File: src/rtl/mt_pkg.sv
// Shared types and helpers for the barrel mt_cpu thread scheduler.
package mt_pkg;

  typedef enum logic [1:0] {
    IDLE     = 2'd0,
    READY    = 2'd1,
    INFLIGHT = 2'd2,
    HALTED   = 2'd3
  } thread_state_t;

  function automatic int tid_w(input int n);
    return (n < 2) ? 1 : $clog2(n);
  endfunction

  // Caller truncates to its PC width, giving the modulo wrap.
  function automatic logic [63:0] boot_pc(
    input logic [63:0] base,
    input logic [63:0] stride,
    input int          t
  );
    return base + stride * 64'(t);
  endfunction

endpackage

File: src/rtl/rr_pick.sv
// Rotating-priority picker: first set mask bit at or after ptr, wrapping.
module rr_pick #(
  parameter int N = 8,
  parameter int W = 3
) (
  input  logic [N-1:0] mask,
  input  logic [W-1:0] ptr,
  output logic         found,
  output logic [W-1:0] tid
);

  // Scan from the far end so the closest candidate wins last.
  always_comb begin
    found = 1'b0;
    tid   = '0;
    for (int i = N - 1; i >= 0; i--) begin
      if (mask[(int'(ptr) + i) % N]) begin
        found = 1'b1;
        tid   = W'((int'(ptr) + i) % N);
      end
    end
  end

endmodule

File: src/rtl/barrel_thread_sched.sv
// Barrel thread scheduler: round-robin fetch selection, one
// instruction in flight per thread, per-thread PC ownership.
module barrel_thread_sched
  import mt_pkg::*;
#(
  parameter int                   NUM_THREADS      = 8,
  parameter int                   ADDRESS_WIDTH    = 32,
  parameter int                   TID_WIDTH        = tid_w(NUM_THREADS),
  parameter logic [ADDRESS_WIDTH-1:0] RESET_PC         = '0,
  parameter logic [ADDRESS_WIDTH-1:0] THREAD_PC_STRIDE = '0,
  parameter logic [NUM_THREADS-1:0]   BOOT_MASK        = '1
) (
  input  logic                     clk,
  input  logic                     rst,
  input  logic                     stall,
  output logic                     issue_valid,
  output logic [TID_WIDTH-1:0]     issue_tid,
  output logic [ADDRESS_WIDTH-1:0] issue_pc,
  input  logic                     retire_valid,
  input  logic [TID_WIDTH-1:0]     retire_tid,
  input  logic [ADDRESS_WIDTH-1:0] retire_next_pc,
  input  logic                     retire_halt,
  input  logic                     start_valid,
  input  logic [TID_WIDTH-1:0]     start_tid,
  input  logic [ADDRESS_WIDTH-1:0] start_pc,
  output logic [NUM_THREADS-1:0]   thread_active,
  output logic                     all_halted,
  output logic                     protocol_err
);

  thread_state_t              st [NUM_THREADS];
  logic [ADDRESS_WIDTH-1:0]   pc [NUM_THREADS];
  logic [TID_WIDTH-1:0]       rr_ptr;
  logic [NUM_THREADS-1:0]     ready;
  logic                       found;
  logic [TID_WIDTH-1:0]       pick;
  logic                       rt_in;
  logic                       st_in;
  logic                       ret_ok;
  logic                       start_ok;

  always_comb begin
    ready         = '0;
    thread_active = '0;
    for (int t = 0; t < NUM_THREADS; t++) begin
      ready[t]         = (st[t] == READY);
      thread_active[t] = (st[t] == READY) || (st[t] == INFLIGHT);
    end
  end

  assign all_halted = ~|thread_active && !issue_valid;

  rr_pick #(
    .N(NUM_THREADS),
    .W(TID_WIDTH)
  ) u_pick (
    .mask (ready),
    .ptr  (rr_ptr),
    .found(found),
    .tid  (pick)
  );

  assign rt_in = 32'(retire_tid) < 32'(NUM_THREADS);
  assign st_in = 32'(start_tid) < 32'(NUM_THREADS);

  // A legal retire needs INFLIGHT and a legal start needs IDLE/HALTED,
  // so neither can collide with the picked (READY) thread or each other.
  always_comb begin
    ret_ok   = 1'b0;
    start_ok = 1'b0;
    if (retire_valid && rt_in)
      ret_ok = (st[retire_tid] == INFLIGHT);
    if (start_valid && st_in)
      start_ok = (st[start_tid] == IDLE) || (st[start_tid] == HALTED);
  end

  always_ff @(posedge clk or posedge rst) begin
    if (rst) begin
      issue_valid  <= 1'b0;
      issue_tid    <= '0;
      issue_pc     <= '0;
      protocol_err <= 1'b0;
      rr_ptr       <= '0;
      for (int t = 0; t < NUM_THREADS; t++) begin
        pc[t] <= ADDRESS_WIDTH'(boot_pc(64'(RESET_PC),
                                        64'(THREAD_PC_STRIDE), t));
        st[t] <= BOOT_MASK[t] ? READY : IDLE;
      end
    end else begin
      if (!stall) begin
        issue_valid <= found;
        if (found) begin
          issue_tid   <= pick;
          issue_pc    <= pc[pick];
          st[pick]    <= INFLIGHT;
          rr_ptr      <= (32'(pick) == 32'(NUM_THREADS - 1)) ?
                         '0 : pick + 1'b1;
        end
      end
      if (ret_ok) begin
        pc[retire_tid] <= retire_next_pc;
        st[retire_tid] <= retire_halt ? HALTED : READY;
      end
      if (start_ok) begin
        pc[start_tid] <= start_pc;
        st[start_tid] <= READY;
      end
      if ((retire_valid && !ret_ok) || (start_valid && !start_ok))
        protocol_err <= 1'b1;
    end
  end

endmodule

File: config.mk
export PLATFORM = sky130hd
export DESIGN_NAME = barrel_thread_sched
export DESIGN_NICKNAME = d
export VERILOG_FILES = /design/src/rtl/mt_pkg.sv /design/src/rtl/rr_pick.sv /design/src/rtl/barrel_thread_sched.sv
export SDC_FILE = /design/constraint.sdc
export NUM_CORES = 1
export LEC_CHECK = 0
export CORE_ASPECT_RATIO = 1.2
export CORE_MARGIN = 2
export CORE_UTILIZATION = 45
export DETAILED_ROUTE_END_ITERATION = 12
export GPL_TIMING_DRIVEN = 0
export SYNTH_ARGS = -nofsm -noshare
export SYNTH_HDL_FRONTEND = slang
export SYNTH_HIERARCHICAL = 1
export SYNTH_SLANG_ARGS = --single-unit
export TNS_END_PERCENT = 1
File: constraint.sdc
create_clock -name clk -period 28.7 [get_ports clk]
set_input_delay 5.74 -clock clk [delete_from_list [all_inputs] [get_ports clk]]
set_output_delay 5.74 -clock clk [all_outputs]
set_load 0.01 [all_outputs]
### After elaboration in Yosys (flattened, before gate mapping)

Index checks and enable logic that the tools add are counted.

| operators by class | value |
|---|---|
| muxes and demuxes | 71 |
| $lt $le $gt $ge | 14 |
| reduce and logical (&&, ||, !) cells | 30 |
| add/sub/neg operators | 8 |
| equal/unequal tests | 19 |
| bitwise logic cells | 17 |

Operator list:

| cell | number |
|---|---|
| bitwise mux 256 bit | 2 |
| two-way mux 256 bit | 2 |
| demux 32 bit (select 3 bit) | 2 |
| two-way mux 32 bit | 4 |
| binary-select mux 32 bit (select 3 bit) | 1 |
| two-way mux 16 bit | 4 |
| less-than comparator 4 x 5 -> 1 bit, second input constant | 7 |
| two-way mux 3 bit | 9 |
| two-way mux 1 bit | 25 |
| binary-select mux 1 bit (select 3 bit) | 8 |
| OR reduction 3 bit | 7 |
| equality test 2 bit, second input constant | 10 |
| demux 2 bit (select 3 bit) | 3 |
| AND 8 bit | 2 |
| bitwise mux 16 bit | 1 |
| equality test 2 x 1 -> 1 bit, second input constant | 8 |
| two-way mux 2 bit | 8 |
| inverter 8 bit | 2 |
| OR 8 bit | 2 |
| adder 3 bit, second input constant | 4 |
| binary-select mux 2 bit (select 3 bit) | 2 |
| >= comparator 4 bit, second input constant | 3 |
| less-than comparator 4 x 1 -> 1 bit, second input constant | 3 |
| inverter 3 -> 4 bit | 3 |
| 12 further kinds | 37 |

| storage, ports and cells | value |
|---|---|
| output and inout port bits | 46 |
| word-level logic and storage cells | 180 |
| register bits | 312 |
| input bits | 76 |

### Logic depth before layout (Yosys ltp)

| logic depth | value |
|---|---|
| word-level depth | 27 |
| depth in mapped cells | 17 |
| gate-level depth less buffers | 12 |

### By module

The synthesis kept the hierarchy.

Modules (own cells, without submodules):

| module | instances | cells each | seq. area each (um^2) | area each (um^2) |
|---|---|---|---|---|
| barrel_thread_sched | 1 | 1571 | 7817.5 | 16631.0 |
| rr_pick | 1 | 90 | 0.0 | 782.0 |

### Worst setup path after synthesis

Ideal clock, no wire load.

| timing | value |
|---|---|
| kind | in2reg |
| start point | in start_tid[0] |
| end point | reg pc[249] (netlist name) |
| setup slack | 21181 ps |
| setup time | 126 ps |
| cell stages on the path | 8 |
| data required time | 28574 ps |
| data arrival time | 7393 ps |
| buffers on the path | 3 |
| path through | buf_6 mux4_2 xor2_1 or3_1 buf_2 buf_2 nor2_1 a21oi_1 |

| on the way | value |
|---|---|
| word-level cells in the longest chain between the ends | 8 |
| elaborated cells on any way between the ends | 15 |
| classes of those cells | order compare (2); eq/ne (1); mux (8); bitwise (1); reduce/logical (3) |

Ends and longest elaborated chain:

| item | line | source |
|---|---|---|
| from (decl) | barrel_thread_sched.sv:24 | `input logic [TID_WIDTH-1:0] start_tid,` |
| inverter 3 -> 4 bit (not written as such) (*) | barrel_thread_sched.sv:74, barrel_thread_sched.sv:105 |  |
| binary-select mux 2 bit (select 3 bit) | barrel_thread_sched.sv:74 | `start_ok = (st[start_tid] == IDLE) \|\| (st[start_tid] == HALTED);` |
| two-way mux 2 bit (not written as such) (2 in a row) | barrel_thread_sched.sv:74 |  |
| equality test 2 bit or logical NOT 2 bit (tied branches) | barrel_thread_sched.sv:74 |  |
| logical OR 1 bit | barrel_thread_sched.sv:74 |  |
| two-way mux 1 bit | barrel_thread_sched.sv:73 | `if (start_valid && st_in)` |
| two-way mux 256 bit (*) | barrel_thread_sched.sv:104 | `if (start_ok) begin` |
| to (signal, indexed assignment) | barrel_thread_sched.sv:85 | `pc[t] <= ADDRESS_WIDTH'(boot_pc(64'(RESET_PC),` |
| to (signal, indexed assignment) | barrel_thread_sched.sv:101 | `pc[retire_tid] <= retire_next_pc;` |
| to (signal, indexed assignment) | barrel_thread_sched.sv:105 | `pc[start_tid] <= start_pc;` |
| to (decl) | barrel_thread_sched.sv:32 | `logic [ADDRESS_WIDTH-1:0] pc [NUM_THREADS];` |

Mark *: on every way between the ends. The rest lies on a longest branch, timed or not. The select of a mux whose other input is x is not followed.
A chain may end at the register's enable or synchronous reset.

### Worst setup path after layout

| timing | value |
|---|---|
| start point | in start_tid[2] |
| end point | reg pc[20] (netlist name) |

The elaborated chain is that of the path after synthesis.

==> Implementation_results.wiki <==
{| class="wikitable"
! Metric !! Value
|-
| Max Transition Viols Final || 0
|-
| Post-Synthesis Mean Instance Area || 10.5 sq um
|-
| Mux cell area share after synthesis || roughly 28%
|-
| Leftover overflow at the end of global routing || 0
|-
| Area overhead of the layout relative to synthesis || 13.0%
|-
| Cell-internal power || 1.89 mW
|-
| Sum of negative setup slack || 0 ns
|-
| Unrepaired setup endpoints after global routing || no
|-
| Bufs on Longest Clock Path || 3
|-
| Post-synth top flop || sky130_fd_sc_hd__dfrtp_1
|-
| Floorplan die height || 219 microns
|-
| Flip-flop and latch count after synthesis || 312
|-
| Largest net degree at the start of global routing || 123
|-
| Final setup fails || 0
|-
| Ys async rst share || 100%
|-
| Ratio of routed vias to standard cells || roughly 6
|-
| Share of Yosys cell area claimed by the top area cell type || 43.7%
|-
| Most frequent cells in the layout || sky130_fd_sc_hd__dfrtp_1 (304), sky130_fd_sc_hd__mux2i_1 (296), sky130_fd_sc_hd__nor2_1 (173), sky130_fd_sc_hd__a21oi_1 (167), sky130_fd_sc_hd__nand2_1 (157)
|-
| Final worst path period share || 28.7%
|-
| Placed cell count || 2196
|-
| Kind of path behind the tightest hold check || reg -> reg
|-
| Peak fanout along the critical path || 10
|-
| Basic-gate share of the synthesized area counting and, or, nand and nor cells || 9.33%
|-
| Share of layout cells above drive strength 1 || 14.5%
|-
| Endpoint class of the critical path || flop
|-
| Number of DRC markers after the initial detailed-route iteration || 1136
|-
| Post-CTS repair timing setup buffer count || 0
|-
| Remaining number of nets flagged by the antenna check after routing || 0
|-
| Via count of the first global-routing pass || 13300
|-
| Post-synthesis xor/xnor area fraction || 0.295%
|-
| Synth Instances || 1661
|-
| CP arrival || 8.59 ns
|-
| Fill count || 3480
|-
| Core outline area || about 0.038 sq mm
|-
| GP Congestion || 0.880
|-
| Via total after detailed routing || 13200
|-
| Commonest non-fill, non-tap cell in the layout || sky130_fd_sc_hd__dfrtp_1
|-
| Share of the core filled with cells in the final layout || 51.9%
|-
| Clock share of power || approximately 13%
|-
| Switch Pwr || between 1 and 1.5 mW
|-
| Slew at the pin closest to its max-slew limit || approximately 1.1 ns
|-
| # Max-Cap Violations || 0
|-
| Sum of routed wire length over all layers || ~54 mm
|-
| Sequential power share || between 20% and 30%
|-
| Sinks on the clock net || 312
|-
| Fraction of the mapped netlist area in compound gates || a little over a tenth
|-
| Mapped cell area || about 0.017 sq mm
|-
| Multi-input gate area in the final layout || 0.00852 sq mm
|-
| Cell taking the most area after synthesis || sky130_fd_sc_hd__dfrtp_1
|-
| Count of warnings emitted by yosys || 6
|-
| EDFF count, synth || 0
|-
| Num CTS Buffers || 35
|-
| Worst clock skew || a little over 0.01 ns
|-
| Std cell rows || 78
|-
| Net count of the finished layout || 1841
|-
| Worst vdd ir || 0.000101 V
|-
| Data required time of the worst path || 29.07 ns
|-
| Arithmetic-cell share of the synthesized area counting full adders, half adders and majority gates || 0.862%
|-
| Total of buffers placed on input and output ports || between 50 and 60
|-
| Count of endpoints failing hold in the final timing report || 0
|-
| Fmax || 122 MHz
|-
| Worst Setup Path Type || in -> reg
|-
| Average wire length per cell after detail routing || 24.0 microns
|-
| Normalized max-slew margin || 28.4%
|-
| Count of non-filler cells in the finished layout || between 2000 and 2500
|-
| Die span in x || 184 microns
|-
| Nets in the synthesized netlist || ~1700
|-
| HPWL Detailed || 35.6 mm
|-
| Wire length of the first global-routing pass || 82.7 mm
|-
| Switching share of power || a little over two fifths
|-
| Starting density of the core || 45.9%
|-
| Cell types occupying the most area after synthesis || sky130_fd_sc_hd__dfrtp_1 (44%), sky130_fd_sc_hd__mux2i_1 (17%), sky130_fd_sc_hd__mux4_2 (9.6%)
|-
| Min Clock Period, post-route || 8.23 ns
|-
| Clk root buf || sky130_fd_sc_hd__clkbuf_16
|-
| Combined buffer and inverter count along the critical path || 3
|-
| Sort of element at the start of the critical path || input port
|-
| Skew-Pair Late Insertion Delay || 0.53 ns
|-
| Number of distinct standard cells referenced by the synthesized netlist || 57
|-
| Overall routing resource usage || 27.3%
|-
| CTS resizes || 0
|-
| Share of total power in combinational logic || 62.0%
|-
| Ports placed on the boundary || around 120
|-
| Worst path max stage delay || 0.74 ns
|-
| Outcome || finished clean
|-
| Most frequent cell on the critical path || sky130_fd_sc_hd__clkbuf_1
|-
| Kind of cell with the highest combined delay on the critical path || buffers and inverters
|-
| Critical-path cell list || clkdlybuf4s50_1 -> mux4_2 -> xnor2_2 -> nand3_1 -> clkbuf_1 -> clkbuf_1 -> a21oi_1
|-
| Clock transition time at the flip-flop clock pins of the worst setup and hold paths || 0.06 ns
|-
| Residual DRC count || 0
|-
| CTS tree || built
|-
| Die outline area || 0.0403 sq mm
|-
| Cts hold-fix bufs || 0
|-
| 1st-pass router iterations || 5
|-
| Slowest cell on the critical path || sky130_fd_sc_hd__clkdlybuf4s50_1
|-
| Register Area || about 0.008 sq mm
|-
| Sequential-to-total area share from yosys stat || 44.9%
|-
| Number of levels the H-tree was split into || 2
|-
| Leakage Power || 9.50 nW
|-
| Dominant combinational cell family by area after synthesis || multiplexers
|-
| Power density cells || approximately 170 mW/mm^2
|-
| Antenna violations before repair || 5
|}
-- Yosys cell counts, drive strengths merged (5+ instances only) --
cell type	number
a21oi	167
buf	120
clkbuf	71
dfrtp	304
dfstp	8
ha	12
inv	26
mux2	10
mux2i	296
mux4	79
nand2	158
nand2b	11
nand3	7
nand3b	5
nor2	173
nor3	8
o211ai	6
o21ai	138
o221a	5
o22ai	7
-- power by group through the flow --
stage,registers [mW],clock network [mW],logic (mW)
floorplan,0.774,0,1.44
global placement,0.797,0,1.99
detailed placement,0.804,0,2.02
CTS,0.797,0.443,2.03
global route,0.824,0.458,2.17
finish,0.799,0.437,2.02
-- final cells by class --
class                      count  area share (%)
multi-input combinational   1132            43.3
sequential                   312            39.7
clock buffer                  52            5.14
buffer                       191            4.99
tap                          480            3.05
timing repair buffer          55            2.97
inverter                      26           0.534
clock inverter                 6           0.311
antenna                        2          0.0254
-- through the flow --
step                      power [mW]  cell area (sq um)  hold slack (ns)  setup slack, ns
after detailed placement        2.82              18600            0.470            20.04
after floorplan                 2.21              17400            0.476            14.34
after CTS                       3.27              19700            0.484            20.58
after global placement          2.79              18500            0.464             9.90
final                           3.25              19700            0.479            20.47
after global routing            3.45              19700            0.503            20.36
-- cells by family after synthesis --
kind of cell    count (synthesis)
compound gates                340
fa+ha+maj                      12
simple gates                  390
buf+inv                       217
xor+xnor                        5
mux                           385
flops                         312
-- registers in the layout, summed over array words and instances, names as in the netlist --
name          flops
pc              256
issue_pc         32
st               16
issue_tid         3
rr_ptr            3
issue_valid       1
protocol_err      1
-- per-layer routing --
metal  routed length, microns  part of all wire (%)  GRT usage [%]  up-vias
met4                     2000                   3.7           10.5        6
met2                    26200                    48           44.9      491
met5                       42                 0.078              0        -
li1                         -                     -              -     6015
met1                    22700                    42           36.1     6559
met3                     3150                   5.8           4.86      128
-- worst paths after layout --
path / cells past startpoint / endpoint / slack [ns] / startpoint
setup / recovery: 7 / pc[20] / 20.47 / start_tid[2]
hold / removal: 1 / protocol_err / 0.48 / protocol_err
setup reg to reg: 17 / issue_pc[16] / 22.69 / rr_ptr[1]
hold reg to reg: 1 / protocol_err / 0.48 / protocol_err
max in group asynchronous: 3 / issue_pc[19] / 21.86 / rst
min in group asynchronous: 2 / issue_tid[2] / 5.64 / rst
No activity file was read; power rests on OpenSTA's default activity.
